<file path="src/rtl/bp_pkg.sv">
// Shared encodings, entry field layout and counter init values for the
// set-associative branch predictor.
package bp_pkg;

  localparam logic [1:0] CORR_NONE = 2'b00;
  localparam logic [1:0] CORR_CNI  = 2'b10;
  localparam logic [1:0] CORR_PBT  = 2'b11;

  // Entry layout, LSB first: {valid, tag, target, ctr}
  function automatic int target_lsb(input int ctr_w);
    return ctr_w;
  endfunction

  function automatic int tag_lsb(input int pc_w, input int ctr_w);
    return ctr_w + pc_w;
  endfunction

  function automatic int valid_bit(input int pc_w, input int set_w, input int ctr_w);
    return ctr_w + pc_w + (pc_w - set_w);
  endfunction

  function automatic int entry_w(input int pc_w, input int set_w, input int ctr_w);
    return valid_bit(pc_w, set_w, ctr_w) + 1;
  endfunction

  // Conditional branches start weakly not-taken; jumps start saturated taken.
  function automatic int ctr_init_btype(input int ctr_w);
    return (1 << (ctr_w - 1)) - 1;
  endfunction

  function automatic int ctr_init_jump(input int ctr_w);
    return (1 << ctr_w) - 1;
  endfunction

endpackage

</file>
<file path="src/rtl/bp_set_lookup.sv">
// Tag match across the ways of one set; the lowest matching way is selected.
module bp_set_lookup
  import bp_pkg::*;
#(
  parameter  int PC_W  = 10,
  parameter  int SET_W = 4,
  parameter  int WAYS  = 4,
  parameter  int CTR_W = 2,
  localparam int TAG_W = PC_W - SET_W,
  localparam int EW    = entry_w(PC_W, SET_W, CTR_W),
  localparam int IDX_W = $clog2(WAYS)
) (
  input  logic [WAYS-1:0][EW-1:0] entries,
  input  logic [TAG_W-1:0]        tag,
  output logic                    hit,
  output logic [WAYS-1:0]         way_onehot,
  output logic [IDX_W-1:0]        way_idx,
  output logic [EW-1:0]           entry
);

  localparam int TAG_LSB   = tag_lsb(PC_W, CTR_W);
  localparam int VALID_BIT = valid_bit(PC_W, SET_W, CTR_W);

  logic [WAYS-1:0] match;

  always_comb begin
    for (int w = 0; w < WAYS; w++)
      match[w] = entries[w][VALID_BIT] && (entries[w][TAG_LSB +: TAG_W] == tag);
  end

  always_comb begin
    // NOTE: every output gets a default before the loop so no latch is inferred.
    hit        = 1'b0;
    way_onehot = '0;
    way_idx    = '0;
    entry      = '0;
    for (int w = WAYS - 1; w >= 0; w--) begin
      if (match[w]) begin
        hit           = 1'b1;
        way_onehot    = '0;
        way_onehot[w] = 1'b1;
        way_idx       = IDX_W'(w);
        entry         = entries[w];
      end
    end
  end

endmodule

</file>
<file path="src/rtl/assoc_branch_predictor.sv">
// N-way set-associative branch history table: combinational IF lookup,
// ID allocation with per-set FIFO replacement, EXE counter update and correction.
module assoc_branch_predictor
  import bp_pkg::*;
#(
  parameter int PC_W  = 10,
  parameter int SET_W = 4,
  parameter int WAYS  = 4,
  parameter int CTR_W = 2
) (
  input  logic            CLK,
  input  logic            nrst,
  input  logic [PC_W-1:0] if_pc,
  output logic            if_prediction,
  output logic [PC_W-1:0] if_pbt,
  input  logic [PC_W-1:0] id_pc,
  input  logic [PC_W-1:0] id_target,
  input  logic            id_is_btype,
  input  logic            id_is_jump,
  input  logic [PC_W-1:0] exe_pc,
  input  logic            exe_is_btype,
  input  logic            exe_taken,
  input  logic            exe_predicted,
  input  logic [PC_W-1:0] exe_target,
  output logic [1:0]      exe_correction,
  output logic [PC_W-1:0] exe_pbt,
  output logic [PC_W-1:0] exe_cni,
  output logic            flush
);

  localparam int TAG_W      = PC_W - SET_W;
  localparam int NSETS      = 1 << SET_W;
  localparam int IDX_W      = $clog2(WAYS);
  localparam int EW         = entry_w(PC_W, SET_W, CTR_W);
  localparam int DW         = EW - 1;
  localparam int TARGET_LSB = target_lsb(CTR_W);

  localparam logic [CTR_W-1:0] CTR_BTYPE = CTR_W'(ctr_init_btype(CTR_W));
  localparam logic [CTR_W-1:0] CTR_JUMP  = CTR_W'(ctr_init_jump(CTR_W));
  localparam logic [CTR_W-1:0] CTR_MAX   = '1;

  logic [NSETS-1:0][WAYS-1:0]  valid_q;
  logic [NSETS-1:0][IDX_W-1:0] fifo_ptr_q;
  logic [DW-1:0]               data_q [NSETS][WAYS];  // {tag, target, ctr}

  logic [SET_W-1:0] if_set, id_set, exe_set;
  logic [TAG_W-1:0] if_tag, id_tag, exe_tag;

  assign if_set  = if_pc[SET_W-1:0];
  assign if_tag  = if_pc[PC_W-1:SET_W];
  assign id_set  = id_pc[SET_W-1:0];
  assign id_tag  = id_pc[PC_W-1:SET_W];
  assign exe_set = exe_pc[SET_W-1:0];
  assign exe_tag = exe_pc[PC_W-1:SET_W];

  logic [WAYS-1:0][EW-1:0] if_entries, id_entries, exe_entries;

  always_comb begin
    for (int w = 0; w < WAYS; w++) begin
      if_entries[w]  = {valid_q[if_set][w],  data_q[if_set][w]};
      id_entries[w]  = {valid_q[id_set][w],  data_q[id_set][w]};
      exe_entries[w] = {valid_q[exe_set][w], data_q[exe_set][w]};
    end
  end

  logic             if_hit, id_hit, exe_hit;
  logic [WAYS-1:0]  if_onehot, id_onehot, exe_onehot;
  logic [IDX_W-1:0] if_idx, id_idx, exe_idx;
  logic [EW-1:0]    if_entry, id_entry, exe_entry;

  bp_set_lookup #(.PC_W(PC_W), .SET_W(SET_W), .WAYS(WAYS), .CTR_W(CTR_W)) u_if_lookup (
    .entries(if_entries), .tag(if_tag), .hit(if_hit),
    .way_onehot(if_onehot), .way_idx(if_idx), .entry(if_entry)
  );

  bp_set_lookup #(.PC_W(PC_W), .SET_W(SET_W), .WAYS(WAYS), .CTR_W(CTR_W)) u_id_lookup (
    .entries(id_entries), .tag(id_tag), .hit(id_hit),
    .way_onehot(id_onehot), .way_idx(id_idx), .entry(id_entry)
  );

  bp_set_lookup #(.PC_W(PC_W), .SET_W(SET_W), .WAYS(WAYS), .CTR_W(CTR_W)) u_exe_lookup (
    .entries(exe_entries), .tag(exe_tag), .hit(exe_hit),
    .way_onehot(exe_onehot), .way_idx(exe_idx), .entry(exe_entry)
  );

  // Lookup fields that no consumer in this block needs.
  logic unused_lookup;
  assign unused_lookup = ^{if_onehot, if_idx, if_entry, id_onehot, id_idx, id_entry};

  assign if_prediction = if_hit & if_entry[CTR_W-1];
  assign if_pbt        = if_hit ? if_entry[TARGET_LSB +: PC_W] : '0;

  logic mispredict;
  assign mispredict     = exe_is_btype & (exe_predicted ^ exe_taken);
  assign flush          = mispredict;
  assign exe_correction = !mispredict ? CORR_NONE : (exe_taken ? CORR_PBT : CORR_CNI);
  assign exe_pbt        = exe_target;
  assign exe_cni        = exe_pc + PC_W'(1);

  logic [CTR_W-1:0] exe_ctr, ctr_next, alloc_ctr;
  assign exe_ctr = exe_entry[CTR_W-1:0];

  always_comb begin
    ctr_next = exe_ctr;
    if (exe_taken) begin
      if (exe_ctr != CTR_MAX) ctr_next = exe_ctr + CTR_W'(1);
    end else if (exe_ctr != '0) begin
      ctr_next = exe_ctr - CTR_W'(1);
    end
  end

  logic             alloc, upd, upd_conflict;
  logic [IDX_W-1:0] alloc_way;

  assign alloc        = (id_is_btype | id_is_jump) & ~id_hit & ~flush;
  assign alloc_way    = fifo_ptr_q[id_set];
  assign alloc_ctr    = id_is_jump ? CTR_JUMP : CTR_BTYPE;
  // An allocation landing on the entry being updated replaces it outright.
  assign upd_conflict = alloc && (id_set == exe_set) && (alloc_way == exe_idx);
  assign upd          = exe_is_btype & exe_hit & ~upd_conflict;

  always_ff @(posedge CLK or negedge nrst) begin
    if (!nrst) begin
      valid_q    <= '0;
      fifo_ptr_q <= '0;
    end else if (alloc) begin
      // NOTE: sequential state always uses non-blocking assignment.
      valid_q[id_set][alloc_way] <= 1'b1;
      fifo_ptr_q[id_set]         <= alloc_way + IDX_W'(1);
    end
  end

  // NOTE: the payload array has no reset; cleared valid bits make it unobservable.
  always_ff @(posedge CLK) begin
    for (int w = 0; w < WAYS; w++)
      if (upd && exe_onehot[w]) data_q[exe_set][w][CTR_W-1:0] <= ctr_next;
    if (alloc) data_q[id_set][alloc_way] <= {id_tag, id_target, alloc_ctr};
  end

endmodule

</file>
<file path="config.mk">
export PLATFORM = sky130hd
export DESIGN_NAME = assoc_branch_predictor
export DESIGN_NICKNAME = d
export VERILOG_FILES = /design/src/rtl/bp_pkg.sv /design/src/rtl/bp_set_lookup.sv /design/src/rtl/assoc_branch_predictor.sv
export SDC_FILE = /design/constraint.sdc
export NUM_CORES = 2
export LEC_CHECK = 0
export CAP_MARGIN = 10
export CORE_MARGIN = 2
export CORE_UTILIZATION = 40
export DETAILED_ROUTE_END_ITERATION = 8
export DONT_BUFFER_PORTS = 1
export PLACE_DENSITY = 0.57
export RECOVER_POWER = 50
export SYNTH_ARGS = -nofsm -noshare
export SYNTH_HDL_FRONTEND = slang
export SYNTH_SLANG_ARGS = --single-unit
</file>
<file path="constraint.sdc">
create_clock -name CLK -period 5.9 [get_ports CLK]
set_input_delay 0 -clock CLK [delete_from_list [all_inputs] [get_ports CLK]]
set_output_delay 0 -clock CLK [all_outputs]
set_load 0.01 [all_outputs]
</file>
# Word-level counts from Yosys, hierarchy flattened
# Memories as Yosys holds them, arrays and structs flattened.
# Index checks and enable logic that the tools add are counted.
dict set report op_classes {
  n_lt_le_gt_ge 8
  n_eq_ne 15
  mux 62
  n_addsub 4
  n_bitwise 13
  n_reduce_logical 22
}
# cell n
set op_table {}
lappend op_table {{6-bit equality test} 12}
lappend op_table {{72-bit two-way mux} 1}
lappend op_table {{64-bit bitwise OR} 1}
lappend op_table {{4-bit binary-select mux with 4-bit select} 3}
lappend op_table {{12-bit two-way mux} 4}
lappend op_table {{18-bit demux with 2-bit select} 1}
lappend op_table {{32-bit bitwise mux} 1}
lappend op_table {{4-bit two-way mux} 8}
lappend op_table {{2-bit two-way mux} 15}
lappend op_table {{1-bit two-way mux} 23}
lappend op_table {{1-bit logical AND} 21}
lappend op_table {{18-bit two-way mux} 1}
lappend op_table {{4-bit demux with 4-bit select} 1}
lappend op_table {{4-bit by 5-bit < comparator with 1-bit output (second input constant)} 3}
lappend op_table {{10-bit by 1-bit adder with 10-bit output (second input constant)} 1}
lappend op_table {{10-bit two-way mux} 1}
lappend op_table {{2-bit binary-select mux with 4-bit select} 1}
lappend op_table {{2-bit demux with 4-bit select} 1}
lappend op_table {{1-bit AND} 6}
lappend op_table {{2-bit by 1-bit adder with 2-bit output (second input constant)} 2}
lappend op_table {{4-bit equality test} 1}
lappend op_table {{4-bit by 1-bit greater-or-equal comparator with 1-bit output (second input constant)} 1}
lappend op_table {{3-bit greater-or-equal comparator (second input constant)} 1}
lappend op_table {{2-bit by 3-bit < comparator with 1-bit output (second input constant)} 1}
lappend op_table {{11 further kinds} 13}
dict set report totals {
  output_inout_bits 34
  mem_count 1
  ram_bits 1152
  input_bits 57
  register_bits 96
  wordCells 157
}
# name depth width rd rd_clocked_by_memory_dff wr line_no
set memory_table {}
lappend memory_table {data_q 16 72 3 0 2 assoc_branch_predictor.sv:44} ;# logic [DW-1:0] data_q [NSETS][WAYS];

# Logic depth before layout (Yosys ltp)
dict set report logic_depth {
  depth_word 17
  depth_mapped 19
  depth_no_buf 13
}

# Modules after synthesis
# A second synthesis with hierarchy kept.
dict set report hier_totals {
  hier_cells 4087
  area_unflattened_um2 71567.4
}
# mod seq_area_each_um2 n_inst cells_each area_each_um2
set modules_own_cells {}
lappend modules_own_cells {assoc_branch_predictor 36354.9 1 3577 68384.3}
lappend modules_own_cells {bp_set_lookup 0.0 3 170 1061.0}

# Worst setup path after synthesis
# OpenSTA, ideal clock, no wires.
dict set report synth_timing {
  path_kind {input to register}
  start {input port id_pc[0]}
  end {memory data_q[8][55] in the netlist's numbering (enable)}
  arrival_ps 5032
  path_slack_ps 562
  stages 14
  path_cell_list {buf_4 -> buf_4 -> buf_4 -> buf_6 -> buf_4 -> buf_4 -> mux4_2 -> mux4_2 -> inv_1 -> ha_1 -> clkbuf_1 -> nand2_1 -> nor4_1 -> o21bai_1}
}
# item line_no
set synth_lines {}
lappend synth_lines {{start: declaration} assoc_branch_predictor.sv:16} ;# input logic [PC_W-1:0] id_pc,
lappend synth_lines {{end: declaration} assoc_branch_predictor.sv:44}

# Worst setup path after layout
dict set report layout_timing {
  start {input port if_pc[0]}
  end {output port if_pbt[2]}
}
dict set report layout_between {
  elab_chain_cells 8
}
# item line_no
set layout_rtl {}
lappend layout_rtl {{start: declaration} assoc_branch_predictor.sv:13} ;# input logic [PC_W-1:0] if_pc,
lappend layout_rtl {{memory 16 x 72 bit / 4-bit binary-select mux with 4-bit select (equally long branches)} --}
lappend layout_rtl {{6-bit equality test / 4-bit two-way mux (equally long branches)} {bp_set_lookup.sv:28, assoc_branch_predictor.sv:60}}
lappend layout_rtl {{1-bit logical AND} bp_set_lookup.sv:28} ;# match[w] = entries[w][VALID_BIT] && (entries[w][TAG_LSB +: TAG_W] == tag);
lappend layout_rtl {{12-bit two-way mux / 1-bit two-way mux (equally long branches) (4 in series)} bp_set_lookup.sv:38} ;# if (match[w]) begin
lappend layout_rtl {{10-bit two-way mux *} assoc_branch_predictor.sv:91} ;# assign if_pbt = if_hit ? if_entry[TARGET_LSB +: PC_W] : '0;
lappend layout_rtl {{end: declaration} assoc_branch_predictor.sv:15} ;# output logic [PC_W-1:0] if_pbt,
# Every way passes the cells marked *; elsewhere a longest branch is shown, timed or not. The select of a mux whose other input is x is not followed.

==> impl_metrics.json <==
{
  "status": "complete, but fails checks",
  "violations": "max-capacitance violations, max-slew violations, negative setup slack",
  "dieHeight_um": 390,
  "cp-start-kind": "input port",
  "worstPathArrival_ns": 6.35,
  "ys_types": 81,
  "async_flop_share_pct": 7.69,
  "yosys-top-cells-count": "edfxtp_1 (1088), mux4_2 (601), nand2_1 (187)",
  "coreArea_um2": 148000,
  "synth.most_common_cell": "edfxtp_1",
  "r2r_cells": 13,
  "finalCriticalPeriod_ns": 6.35,
  "crit_top_cell": "mux4_2",
  "wire_per_inst_um": 34.1,
  "area_growth_pct": 11.6,
  "num_vias": 34703,
  "dr.first_iter.drc_count": 4205,
  "synth_top_cell_area_share_pct": 54.9,
  "pwr_density_cell_nw_per_um2": 325,
  "ys_warn_count": 0,
  "rrSetupSlack_ns": 0.35,
  "r2r_start": "data_q[15][17]$_DFFE_PP_",
  "worstSetupEndpointType": "primary output",
  "worstSetupEndpoint": "if_pbt[2]",
  "die_area_um2": 152000,
  "cts_root_buffer": "clkbuf_16",
  "synth-main-ff-cell": "edfxtp_1",
  "start_util_pct": 40.3,
  "setup_viol": 11,
  "netlist_instances": 3394,
  "drive_gt1_share_pct": 28.7,
  "startpoint": "if_pc[0]",
  "grt_pass1_wl_um": 266000,
  "peakVddDrop_mv": 0.260,
  "postCtsSetupBuffers": 0,
  "drt_wl_total_um": 187000,
  "critical_path_class": "in2out",
  "fin_crit_sh_pct": 108,
  "setup_ws_ns": -0.451,
  "clockBufferDepth": 3,
  "hp-start": "exe_target[1]",
  "fp.dieW_um": 390,
  "cts_made_buffers": 136,
  "synth_area_um2": 59500,
  "dp_hpwl_um": 109000,
  "cts_tree": "done",
  "dr.pass1.iters": 6,
  "antenna_found_initial": 5,
  "path_cells": "mux4_2, mux4_2, xnor2_1, nand4_1, nand4b_1, buf_4, nand2b_1, nand2_1, mux2i_1, o21ai_0",
  "synth_seq_cells": 1248,
  "cts_sinks": 1248,
  "layoutNonFillerInstCount": 5475,
  "fin_nets": 3502,
  "synth_area_leaders": "edfxtp_1 (55%), mux4_2 (23%), dfrtp_1 (4.0%)",
  "power_mw": 21.6,
  "slowest_delay_ns": 1.76,
  "placed_cells": 5175,
  "place_ws_ns": 0.694,
  "avgSynthCellArea_um2": 17.5,
  "grt_pass1_vias": 35037,
  "synth-edff-count": 1088,
  "drv_cap": 19,
  "r2r_end": "data_q[14][55]$_DFFE_PP_",
  "rows": 141,
  "hold_viol": 0,
  "hold_class": "in2out",
  "portBuffers": 0,
  "crit_required_ns": 5.90,
  "p_leak_nw": 21.9,
  "clock_latency_ns": 0.80,
  "grt_max_degree": 289,
  "seq_area_frac_synth_pct": 61.1,
  "finalWeightedCongestion": 0.860,
  "via_per_inst": 6.34,
  "fmax_mhz": 157,
  "relSlewSlack_pct": -155,
  "final_util_pct": 45.0,
  "drc": 0,
  "cp_slowest_cell": "mux4_2",
  "final_max_slew_viol_count": 1415,
  "ant_nets": 0,
  "worst_pin_slew_ns": 3.83,
  "grt_overflow_total": 0,
  "io_pins": 91,
  "cts_max_level": 4,
  "crit_fanout": 288,
  "grtUsageTotal_pct": 24.8,
  "grt_setup_unrepaired": "no",
  "syn-num-nets": 3459,
  "skew_ns": 0.0328,
  "yosysTopAreaCell": "edfxtp_1"
}
## where the power goes
part	leakage, nW	total (mW)	internal, mW	switching [mW]
clock network	2.14	8.45	4.83	3.62
logic	8.20	2.53	1.37	1.16
registers	11.6	10.6	10.2	0.384
## metal layers
layer / GRT usage, % / routed length, µm
met3: 5.44 / 17700
met5: 0 / 28
met4: 8.35 / 6210
met1: 35.3 / 77700
met2: 37.7 / 85000
## how the worst min path moves through the flow
stage | to | cells after the start
finish | exe_pbt[1] | 0
global route | exe_pbt[5] | 0
CTS | exe_pbt[4] | 0
detailed placement | valid_q[55]$_DFFE_PN0P_ | 0
global placement | valid_q[63]$_DFFE_PN0P_ | 0
floorplan | fifo_ptr_q[0]$_DFFE_PN0P_ | 0
## flip-flops by register name, summed over array words and instances, names as in the netlist
name        count
fifo_ptr_q     32
valid_q        64
data_q       1152
## critical path: cells and delay by family
kind                   cells  cell delay [ns]
buffers and inverters      1             0.39
AO/OA/AOI/OAI              1             0.70
AND/OR/NAND/NOR            4             0.94
multiplexers               3             2.38
XOR/XNOR                   1             0.21
## cell families after synthesis
group / Yosys count / synth area share, %
flops: 1248 / 61.1
simple gates: 568 / 4.75
fa+ha+maj: 10 / 0.206
buf+inv: 324 / 2.52
mux: 785 / 25.9
xor+xnor: 91 / 1.34
compound gates: 368 / 4.22
## cells in the final DEF, fill, tap and decap left out, drive strengths merged, types with 10 or more instances in the layout
master / count
nor2: 66
o31ai: 51
nand2: 187
dfrtp: 96
clkbuf: 210
a22oi: 32
inv: 68
xor2: 29
nand3: 83
mux2i: 143
clkinv: 50
nor4: 19
dlygate4sd3: 35
o22ai: 23
nand2b: 78
and2: 14
buf: 96
or2: 43
mux2: 41
edfxtp: 1088
mux4: 601
o311ai: 10
o211ai: 19
xnor2: 62
and3: 10
nand4: 11
o21ai: 100
a21oi: 48
nor2b: 13
dfxtp: 64
nor3: 22
## timing repair
action                     CTS  global route
hold endpoints to repair  1454             0
resized for setup            0             0
hold buffers                54             0
## metrics by stage
| step | hold WS, ns | instance area, µm² | TNS, ns |
|---|---|---|---|
| floorplan | -0.296 | 59500 | 0 |
| global placement | -0.277 | 61700 | 0 |
| detailed placement | -0.277 | 61700 | 0 |
| CTS | 0.0000686 | 67000 | 0 |
| global route | 0.0000229 | 66500 | 0 |
| finish | 0.00000444 | 66500 | -3.41 |
## final cells by class
cell class | count | area, µm²
fill | 12804 | 81400
sequential | 1248 | 36400
multi-input combinational | 1822 | 21800
clock buffer | 179 | 3760
tap | 1930 | 2410
timing repair buffer | 163 | 1220
clock inverter | 65 | 637
inverter | 66 | 248
antenna | 2 | 5.00
Power figures use the tool's default switching activity.
